**src/rtl/cb_pkg.sv**
```systemverilog
// ============================================================================
// cb_pkg : shared types and constants for the contrastBrightness sequencer
// Rev 1.0
// ============================================================================
`default_nettype none

package cb_pkg;

  localparam int PIX_W = 24;

  // {R,G,B} field boundaries of a packed pixel
  localparam int R_MSB = 23;
  localparam int R_LSB = 16;
  localparam int G_MSB = 15;
  localparam int G_LSB = 8;
  localparam int B_MSB = 7;
  localparam int B_LSB = 0;

  typedef enum logic [1:0] {
    IDLE  = 2'd0,
    RUN   = 2'd1,
    DRAIN = 2'd2,
    DONE  = 2'd3
  } state_t;

  function automatic logic [PIX_W-1:0] pack_rgb(input logic [7:0] r,
                                                input logic [7:0] g,
                                                input logic [7:0] b);
    return {r, g, b};
  endfunction

endpackage

`default_nettype wire

```
**src/rtl/cb_valid_delay.sv**
```systemverilog
// ============================================================================
// cb_valid_delay : DEPTH-stage valid shift register with occupancy flag
// Rev 1.0
// ============================================================================
`default_nettype none

module cb_valid_delay #(
  parameter int DEPTH = 3
) (
  input  logic clk,
  input  logic rst_n,
  input  logic i_valid,
  output logic o_valid,
  output logic o_any_valid
);

  logic [DEPTH-1:0] r_shift;

  generate
    if (DEPTH == 1) begin : g_single
      always_ff @(posedge clk or negedge rst_n) begin
        if (!rst_n) r_shift <= '0;
        else        r_shift <= i_valid;
      end
    end else begin : g_multi
      always_ff @(posedge clk or negedge rst_n) begin
        if (!rst_n) r_shift <= '0;
        else        r_shift <= {r_shift[DEPTH-2:0], i_valid};
      end
    end
  endgenerate

  assign o_valid     = r_shift[DEPTH-1];
  assign o_any_valid = |r_shift;

endmodule

`default_nettype wire

```
**src/rtl/cb_frame_sequencer.sv**
```systemverilog
// ============================================================================
// cb_frame_sequencer : walks the source frame, feeds contrastBrightness and
// writes adjusted pixels to the destination buffer in order.   Rev 1.0
// ============================================================================
`default_nettype none

module cb_frame_sequencer
  import cb_pkg::*;
#(
  parameter int WIDTH  = 640,
  parameter int HEIGHT = 480,
  parameter int ADDR_W = 19,
  parameter int RD_LAT = 2,
  parameter int CB_LAT = 1
) (
  input  logic              clk,
  input  logic              reset,
  input  logic              start,
  input  logic              grant,
  output logic              busy,
  output logic              done,
  output logic              rd_en,
  output logic [ADDR_W-1:0] rd_addr,
  input  logic [PIX_W-1:0]  rd_data,
  output logic [PIX_W-1:0]  cb_in,
  input  logic [PIX_W-1:0]  cb_out,
  output logic              wr_en,
  output logic [ADDR_W-1:0] wr_addr,
  output logic [PIX_W-1:0]  wr_data
);

  localparam int                N_PIX     = WIDTH * HEIGHT;
  localparam int                DEPTH     = RD_LAT + CB_LAT;
  localparam logic [ADDR_W-1:0] LAST_ADDR = ADDR_W'(N_PIX - 1);

  state_t            r_state;
  state_t            w_next;
  logic              r_busy;
  logic              r_done;
  logic [ADDR_W-1:0] r_rd_addr;
  logic [ADDR_W-1:0] r_wr_addr;
  logic              w_rd_fire;
  logic              w_wr_fire;
  logic              w_any_valid;
  logic              w_start_ok;

  assign w_start_ok = (r_state == IDLE) && start;
  assign w_rd_fire  = (r_state == RUN) && grant;

  always_ff @(posedge clk or negedge reset) begin
    if (!reset) begin
      r_state <= IDLE;
    end else begin
      r_state <= w_next;
    end
  end

  always_comb begin
    w_next = r_state;
    unique case (r_state)
      IDLE:    if (start) w_next = RUN;
      RUN:     if (w_rd_fire && (r_rd_addr == LAST_ADDR)) w_next = DRAIN;
      // any_valid covers the output stage too, so no write is left pending
      DRAIN:   if (!w_any_valid) w_next = DONE;
      DONE:    w_next = IDLE;
      default: w_next = IDLE;
    endcase
  end

  // busy/done are registered from the next state so they align with r_state
  always_ff @(posedge clk or negedge reset) begin
    if (!reset) begin
      r_busy <= 1'b0;
      r_done <= 1'b0;
    end else begin
      r_busy <= (w_next != IDLE);
      r_done <= (w_next == DONE);
    end
  end

  always_ff @(posedge clk or negedge reset) begin
    if (!reset) begin
      r_rd_addr <= '0;
      r_wr_addr <= '0;
    end else if (w_start_ok) begin
      r_rd_addr <= '0;
      r_wr_addr <= '0;
    end else begin
      if (w_rd_fire && (r_rd_addr != LAST_ADDR)) r_rd_addr <= r_rd_addr + 1'b1;
      if (w_wr_fire)                             r_wr_addr <= r_wr_addr + 1'b1;
    end
  end

  cb_valid_delay #(
    .DEPTH (DEPTH)
  ) u_valid_delay (
    .clk         (clk),
    .rst_n       (reset),
    .i_valid     (w_rd_fire),
    .o_valid     (w_wr_fire),
    .o_any_valid (w_any_valid)
  );

  assign busy    = r_busy;
  assign done    = r_done;
  assign rd_en   = w_rd_fire;
  assign rd_addr = r_rd_addr;
  assign cb_in   = rd_data;
  assign wr_en   = w_wr_fire;
  assign wr_addr = r_wr_addr;
  assign wr_data = w_wr_fire ? cb_out : '0;

endmodule

`default_nettype wire

```
**config.mk**
```make
export PLATFORM = sky130hd
export DESIGN_NAME = cb_frame_sequencer
export DESIGN_NICKNAME = d
export VERILOG_FILES = /design/src/rtl/cb_pkg.sv /design/src/rtl/cb_valid_delay.sv /design/src/rtl/cb_frame_sequencer.sv
export SDC_FILE = /design/constraint.sdc
export NUM_CORES = 1
export LEC_CHECK = 0
export ABC_AREA = 1
export CORE_MARGIN = 3
export CORE_UTILIZATION = 38
export CTS_CLUSTER_SIZE = 12
export DETAILED_ROUTE_END_ITERATION = 8
export PLACE_DENSITY = 0.79
export SETUP_SLACK_MARGIN = 0.1
export SYNTH_ARGS = -nofsm -noshare
export SYNTH_HDL_FRONTEND = slang
export SYNTH_SLANG_ARGS = --single-unit
```
**constraint.sdc**
```tcl
create_clock -name clk -period 2 [get_ports clk]
set_input_delay 0.4 -clock clk [delete_from_list [all_inputs] [get_ports clk]]
set_output_delay 0.4 -clock clk [all_outputs]
set_load 0.05 [all_outputs]
```
==> results of run 1 <==
-- timing repair --
action / 4_1_cts / 5_1_grt
hold buffers: 0 / 0
setup buffers: 0 / 0
resized for setup: 18 / 1
setup endpoints to repair: 18 / 7
-- cell usage in the layout, fill, tap and decap left out, drive strengths merged --
cell           count
clkinvlp          21
inv               39
clkdlybuf4s50     28
a21oi             12
clkbuf             5
buf               56
a31oi              3
nand3b             2
o21a               2
a221oi             1
ha                 2
dlygate4sd2       18
o21ai             12
nor3               9
and3               1
xor2              12
nand4             10
nand2            127
or2                1
nand3             24
nor2              61
dfrtp             45
-- power by group through the flow --
stage          Combinational, W  Sequential, W  Clock [W]
2_1_floorplan          0.000907        0.00161          0
3_3_place_gp            0.00194        0.00121          0
3_5_place_dp            0.00198        0.00121          0
4_1_cts                 0.00195        0.00120   0.000623
5_1_grt                 0.00207        0.00122   0.000659
6_report                0.00193        0.00120   0.000607
-- layout make-up --
class | count | area [um^2]
multi-input cells | 279 | 1310
fillers | 676 | 3200
clock buffers | 5 | 68.8
well taps | 99 | 124
clock inverters | 3 | 25.0
inverters | 57 | 289
flip-flops and latches | 45 | 1130
repair buffers | 102 | 1180
-- state kept, by name (all words and copies together), names as in the netlist --
signal                 cells
rd_addr                   19
wr_addr                   19
u_valid_delay.r_shift      3
r_state                    2
busy                       1
done                       1
-- per-layer routing --
| layer | up-vias | wire (um) | share of wire (%) | GRT usage [%] |
|---|---|---|---|---|
| li1 | 1416 | - | - | - |
| met1 | 1313 | 3130 | 40 | 22.9 |
| met2 | 124 | 3890 | 49 | 33.0 |
| met3 | 17 | 778 | 9.8 | 4.67 |
| met4 | 0 | 116 | 1.5 | 5.98 |
| met5 | - | 0 | 0 | 0 |
-- stage by stage --
stage / instance area (um^2) / cells / utilization (%) / setup WS (ns) / hold WS [ns]
after CTS: 4130 / 590 / 56.3 / 0.158 / 0.0983
after detailed placement: 4060 / 582 / 55.3 / 0.152 / 0.377
after global routing: 4130 / 590 / 56.3 / 0.131 / 0.139
final: 4130 / 590 / 56.3 / 0.175 / 0.0958
after global placement: 4060 / 582 / 55.3 / 0.172 / 0.360
after floorplan: 2970 / 416 / - / 0.150 / 0.104
-- kinds of logic after synthesis --
group           count (synthesis)  share of synthesized area (%)
simple gates                  235                           35.2
buf+inv                        92                           15.7
flops                          45                           39.0
compound gates                 30                           5.63
xor+xnor                       12                           3.64
fa+ha+maj                       2                          0.866
-- worst max path at each step --
stage                              from          end  cells after the start
6_report                           busy         busy                      1
5_1_grt        u_valid_delay.r_shift[2]  wr_data[18]                      4
4_1_cts                            busy         busy                      1
3_5_place_dp                      grant   rd_addr[9]                      8
3_3_place_gp                      grant  rd_addr[14]                      8
2_1_floorplan  u_valid_delay.r_shift[2]  wr_data[10]                      5
==> key figures, run 1 <==
Power and ir drop
  – Sequential Power Share: 32.0%
  – Switching Power: 0.00176 W
  – Gate power share: 51.7%
  – Overall power: between 0.003 and 0.004 W
  – Int Power: 0.00198 W
  – Total power per unit cell area: 904 nW/um^2
  – Switch share: about 47%
  – Clk pwr share: 16.3%
  – Worst vdd ir: 0.641 mV
  – Leak: 1.98 nW

STA
  – Slew Limit Fails: 0
  – Sum Neg Setup Slack: 0 ns
  – Fmax: between 0.5 and 0.6 GHz
  – Worst Skew: 0.0106 ns
  – Endpoints failing setup: 0
  – Final Hold Fails: 0
  – RSZ-0062 raised after global routing: false
  – Tcrit/Tclk final: 91.3%
  – Slew HR: 59.1%
  – Time the worst path needs with I/O delays and setup: 1.83 ns
  – Worst-Margin Slew: 0.613 ns

Clock tree
  – CTS buffer count: 5
  – CTS H-tree lvls: 2
  – Worst-Skew Late Latency: 0.31 ns
  – TritonCTS Sinks: 45
  – TritonCTS clock tree: done
  – Clock transition at path regs: 0.10 ns
  – CTS max path bufs: 2
  – Root buf cell: clkbuf_8

Logic synthesis
  – Syn nets: 470
  – Cell Area, Synth: 2890 um^2
  – Register area share after synthesis: between 30% and 40%
  – Syn Inst Count: 416
  – YS warnings: 0
  – Most numerous cell in the Yosys netlist: nand2_1
  – Post-synth ARST share: 100%
  – Ys flop type: dfrtp_1
  – Area contributors post-synth: dfrtp_1, nand2_1, inv_1
  – Synthesized flop and latch total: 45
  – Post-synth top cells: nand2_1, inv_1, nor2_1, dfrtp_1, buf_4
  – Synth area leader: dfrtp_1
  – Post-synth EDFFs: 0
  – Synth top area share: 39.0%
  – Synth cell types: 29
  – Avg Cell Area, Syn: about 7 um^2

Finish
  – N_diodes: 0
  – Nets: 544
  – Layout area overhead: 43.0%
  – Layout cell share with drive strength beyond 1: 20.8%

Worst setup path
  – Flop-to-flop setup slack: 0.28 ns
  – R2R depth: 9
  – Cell family with most CP delay: buffers and inverters
  – Crit path required time: 1.60 ns
  – CP Launch Type: flip-flop
  – Crit Path Max Fanout: 1
  – Setup crit end kind: primary output
  – Worst EP arrival: roughly 1.4 ns
  – RR Endpoint: rd_addr[9]
  – Buf/Inv on CP: 1
  – Critical path, cell by cell: clkdlybuf4s50_1
  – Critical path type: reg2out
  – Slowest cell on crit path: clkdlybuf4s50_1
  – Max incr delay on CP: 0.80 ns
  – Reg2reg start: rd_addr[0]

Die
  – Die Area: 8690 um^2
  – Io pins: between 100 and 150
  – Core area: 7330 um^2
  – Die span in x: 93.2 um
  – Num rows: 31
  – Starting Density: between 30 and 40%
  – Die H: 93.2 um

Status
  – Status: complete, no violations

Routing
  – Via-to-Cell Ratio: 4.86
  – # DRC: 0
  – WL/cell: 13.4 um
  – First drt pass iteration count: 4
  – Number of DRC markers in iteration 0: 85
  – Via count: 2870
  – DRT antenna net count: 0
  – Total routed wirelength: 7910 um

Global route
  – First-pass GRT wire length: 13300 um
  – Number of global-route vias before repair: 2903
  – Antenna violations before repair: 0
  – GRT Total Usage: approximately a fifth
  – Largest net degree at the start of global routing: 30
  – Global route overflow: 0

Placement
  – GP Congestion: between 0.9 and 1
  – HPWL reported at the end of detailed placement: 6240 um
  – IO buf count: between 90 and 100

Run
  – Max-Cap Viols: 0

Hold path
  – Worst hold path class: in2async
Note: power is estimated with default switching activity, not from simulation.
==> run 2, diff against run 1 <==
--- a/config.mk
+++ b/config.mk
@@ -10,6 +10,7 @@
 export CORE_UTILIZATION = 38
 export CTS_CLUSTER_SIZE = 12
 export DETAILED_ROUTE_END_ITERATION = 8
+export HOLD_SLACK_MARGIN = 0.05
 export PLACE_DENSITY = 0.79
 export SETUP_SLACK_MARGIN = 0.1
 export SYNTH_ARGS = -nofsm -noshare
==> results of run 2 <==
The final DEF is identical to that of run 1; final timing and power are the same.
==> run 3, diff against run 2 <==
==> constraint.sdc (replaced) <==
create_clock -name clk -period 1.7 [get_ports clk]
set_input_delay 0.34 -clock clk [delete_from_list [all_inputs] [get_ports clk]]
set_output_delay 0.34 -clock clk [all_outputs]
set_load 0.05 [all_outputs]
==> key figures, run 3 (same netlist as run 1, synthesis figures left out) <==
Die
  – Die span in x: 93.2 um (unchanged)
  – Io pins: 142 (unchanged)
  – Die H: 93.2 um (unchanged)
  – Num rows: 31 (unchanged)
  – Core area: 7330 um^2 (unchanged)
  – Starting Density: 39.4% (unchanged)
  – Die Area: 8690 um^2 (unchanged)

STA
  – Worst-Margin Slew: 0.406 ns (-0.207 ns)
  – Final Hold Fails: 0 (unchanged)
  – Time the worst path needs with I/O delays and setup: about 1.6 ns
  – Endpoints failing setup: 0 (unchanged)
  – Fmax: 0.618 GHz
  – RSZ-0062 raised after global routing: true
  – Sum Neg Setup Slack: 0 ns (unchanged)
  – Slew HR: 72.7% (+14 points)
  – Slew Limit Fails: 0 (unchanged)
  – Tcrit/Tclk final: 95.2%
  – Worst Skew: 0.00953 ns (-0.00107 ns)

Clock tree
  – CTS H-tree lvls: 2 (unchanged)
  – TritonCTS clock tree: done
  – CTS buffer count: 5 (unchanged)
  – Worst-Skew Late Latency: 0.30 ns (about the same)
  – TritonCTS Sinks: 45 (unchanged)
  – CTS max path bufs: 2 (unchanged)
  – Root buf cell: clkbuf_8
  – Clock transition at path regs: 0.09 ns (about the same)

Power and ir drop
  – Switch share: 44.3% (-2.8 points)
  – Leak: 2.13 nW (+7.6%)
  – Gate power share: 54.4% (+2.7 points)
  – Sequential Power Share: 29.2% (-2.8 points)
  – Clk pwr share: 16.4% (about the same)
  – Int Power: 0.00273 W (+38%)
  – Worst vdd ir: 0.666 mV (+3.9%)
  – Switching Power: 0.00217 W (+24%)
  – Total power per unit cell area: 1070 nW/um^2 (+19%)

Worst setup path
  – Worst EP arrival: 1.28 ns (-0.15 ns)
  – Crit Path Max Fanout: 12 (+11)
  – Critical path type: reg2out
  – Crit path required time: 1.36 ns (-0.24 ns)
  – Critical path, cell by cell: clkbuf_16 -> nand2_4 -> clkinvlp_4 -> buf_12
  – Max incr delay on CP: 0.46 ns (-0.34 ns)
  – Slowest cell on crit path: dfrtp_2
  – Setup crit end kind: primary output
  – CP Launch Type: flip-flop

Global route
  – First-pass GRT wire length: 12800 um (-4.1%)
  – Global route overflow: 0 (unchanged)
  – GRT Total Usage: 18.2% (-0.71 points)
  – Antenna violations before repair: 0 (unchanged)
  – Largest net degree at the start of global routing: 46 (+53%)
  – Number of global-route vias before repair: 2810 (-3.2%)

Routing
  – WL/cell: 13.9 um (+4.0%)
  – Via-to-Cell Ratio: 4.94 (+1.5%)
  – DRT antenna net count: 0 (unchanged)
  – Number of DRC markers in iteration 0: 100 (+18%)
  – # DRC: 0 (unchanged)
  – First drt pass iteration count: 4 (unchanged)
  – Total routed wirelength: 8420 um (+6.5%)
  – Via count: 2983 (+3.9%)

Run
  – Max-Cap Viols: 0 (unchanged)

Placement
  – IO buf count: 93 (unchanged)
  – Placed cell areas: 4320 um^2 (+6.4%)
  – GP Congestion: 0.954 (+5.5%)
  – HPWL reported at the end of detailed placement: 6230 um (-0.14%)

Finish
  – Finished Cell Area: 4570 um^2 (+11%)
  – Layout area overhead: 58.3%
  – Nets: 558 (+2.6%)
  – Most common cell after layout, fill and taps aside: nand2_1
  – N_diodes: 0 (unchanged)
  – Fin util: 62.4% (+6.1 points)
  – Commonest cells after routing, fill and taps aside: nand2_1, nor2_1, buf_4
  – Layout cell share with drive strength beyond 1: 35.8% (+15 points)

Hold path
  – Worst hold path class: reg2reg

Status
  – Status: complete, no violations
-- run 3: worst max-delay path: cells and delay by family (launching register included) --
kind                   cells  cell delay [ns]
flip-flops                 1             0.46
buffers and inverters      3             0.44
AND/OR/NAND/NOR            1             0.07
-- run 3: worst paths after layout --
path                                            end  slack, ns  cells past startpoint                     start
setup / recovery                         wr_data[8]       0.08                      4  u_valid_delay.r_shift[2]
max in group asynchronous                rd_addr[8]       0.93                      3                     reset
hold reg to reg            u_valid_delay.r_shift[2]       0.39                      0  u_valid_delay.r_shift[1]
setup reg to reg                        rd_addr[10]       0.17                     10                rd_addr[0]
hold / removal             u_valid_delay.r_shift[2]       0.39                      0  u_valid_delay.r_shift[1]
min in group asynchronous                rd_addr[9]       0.53                      3                     reset
-- run 3: cell type report --
type / instances / area, um^2
clock buffers: 6 / 72.6
clock inverters: 2 / 35.0
fillers: 592 / 2760
inverters: 57 / 289
multi-input cells: 280 / 1490
flip-flops and latches: 45 / 1150
well taps: 99 / 124
repair buffers: 115 / 1410
-- run 3: through the flow --
| step | cells | setup slack [ns] | hold WS, ns | total power [W] |
|---|---|---|---|---|
| final | 604 | 0.0812 | 0.385 | 0.00491 |
| after global routing | 604 | 0.0329 | 0.398 | 0.00514 |
| after CTS | 597 | 0.0573 | 0.385 | 0.00484 |
| after detailed placement | 586 | 0.0511 | 0.336 | 0.00399 |
| after global placement | 586 | 0.118 | 0.334 | 0.00395 |
| after floorplan | 416 | 0.0185 | 0.0444 | 0.00312 |
-- run 3: timing repair --
item / in CTS / in global routing
pin swaps: 0 / 4
setup buffers: 2 / 5
resized for setup: 2 / 16
hold buffers: 1 / 0
gates cloned: 0 / 2
hold endpoints to repair: 45 / 0
endpoints found under the setup margin: 42 / 44
-- run 3: power groups by stage --
stage	clock, W	sequential, W	combinational, W
final	0.000803	0.00143	0.00267
after global routing	0.000873	0.00146	0.00281
after CTS	0.000830	0.00142	0.00258
after detailed placement	0	0.00147	0.00253
after global placement	0	0.00146	0.00249
after floorplan	0	0.00192	0.00120
-- run 3: routing by layer --
layer,global-route usage (%),vias to the layer above,share of wire (%)
li1,-,1445,-
met1,22.3,1386,42
met2,30.9,142,49
met3,4.99,10,8.0
met4,5.98,0,1.0
met5,0,-,0
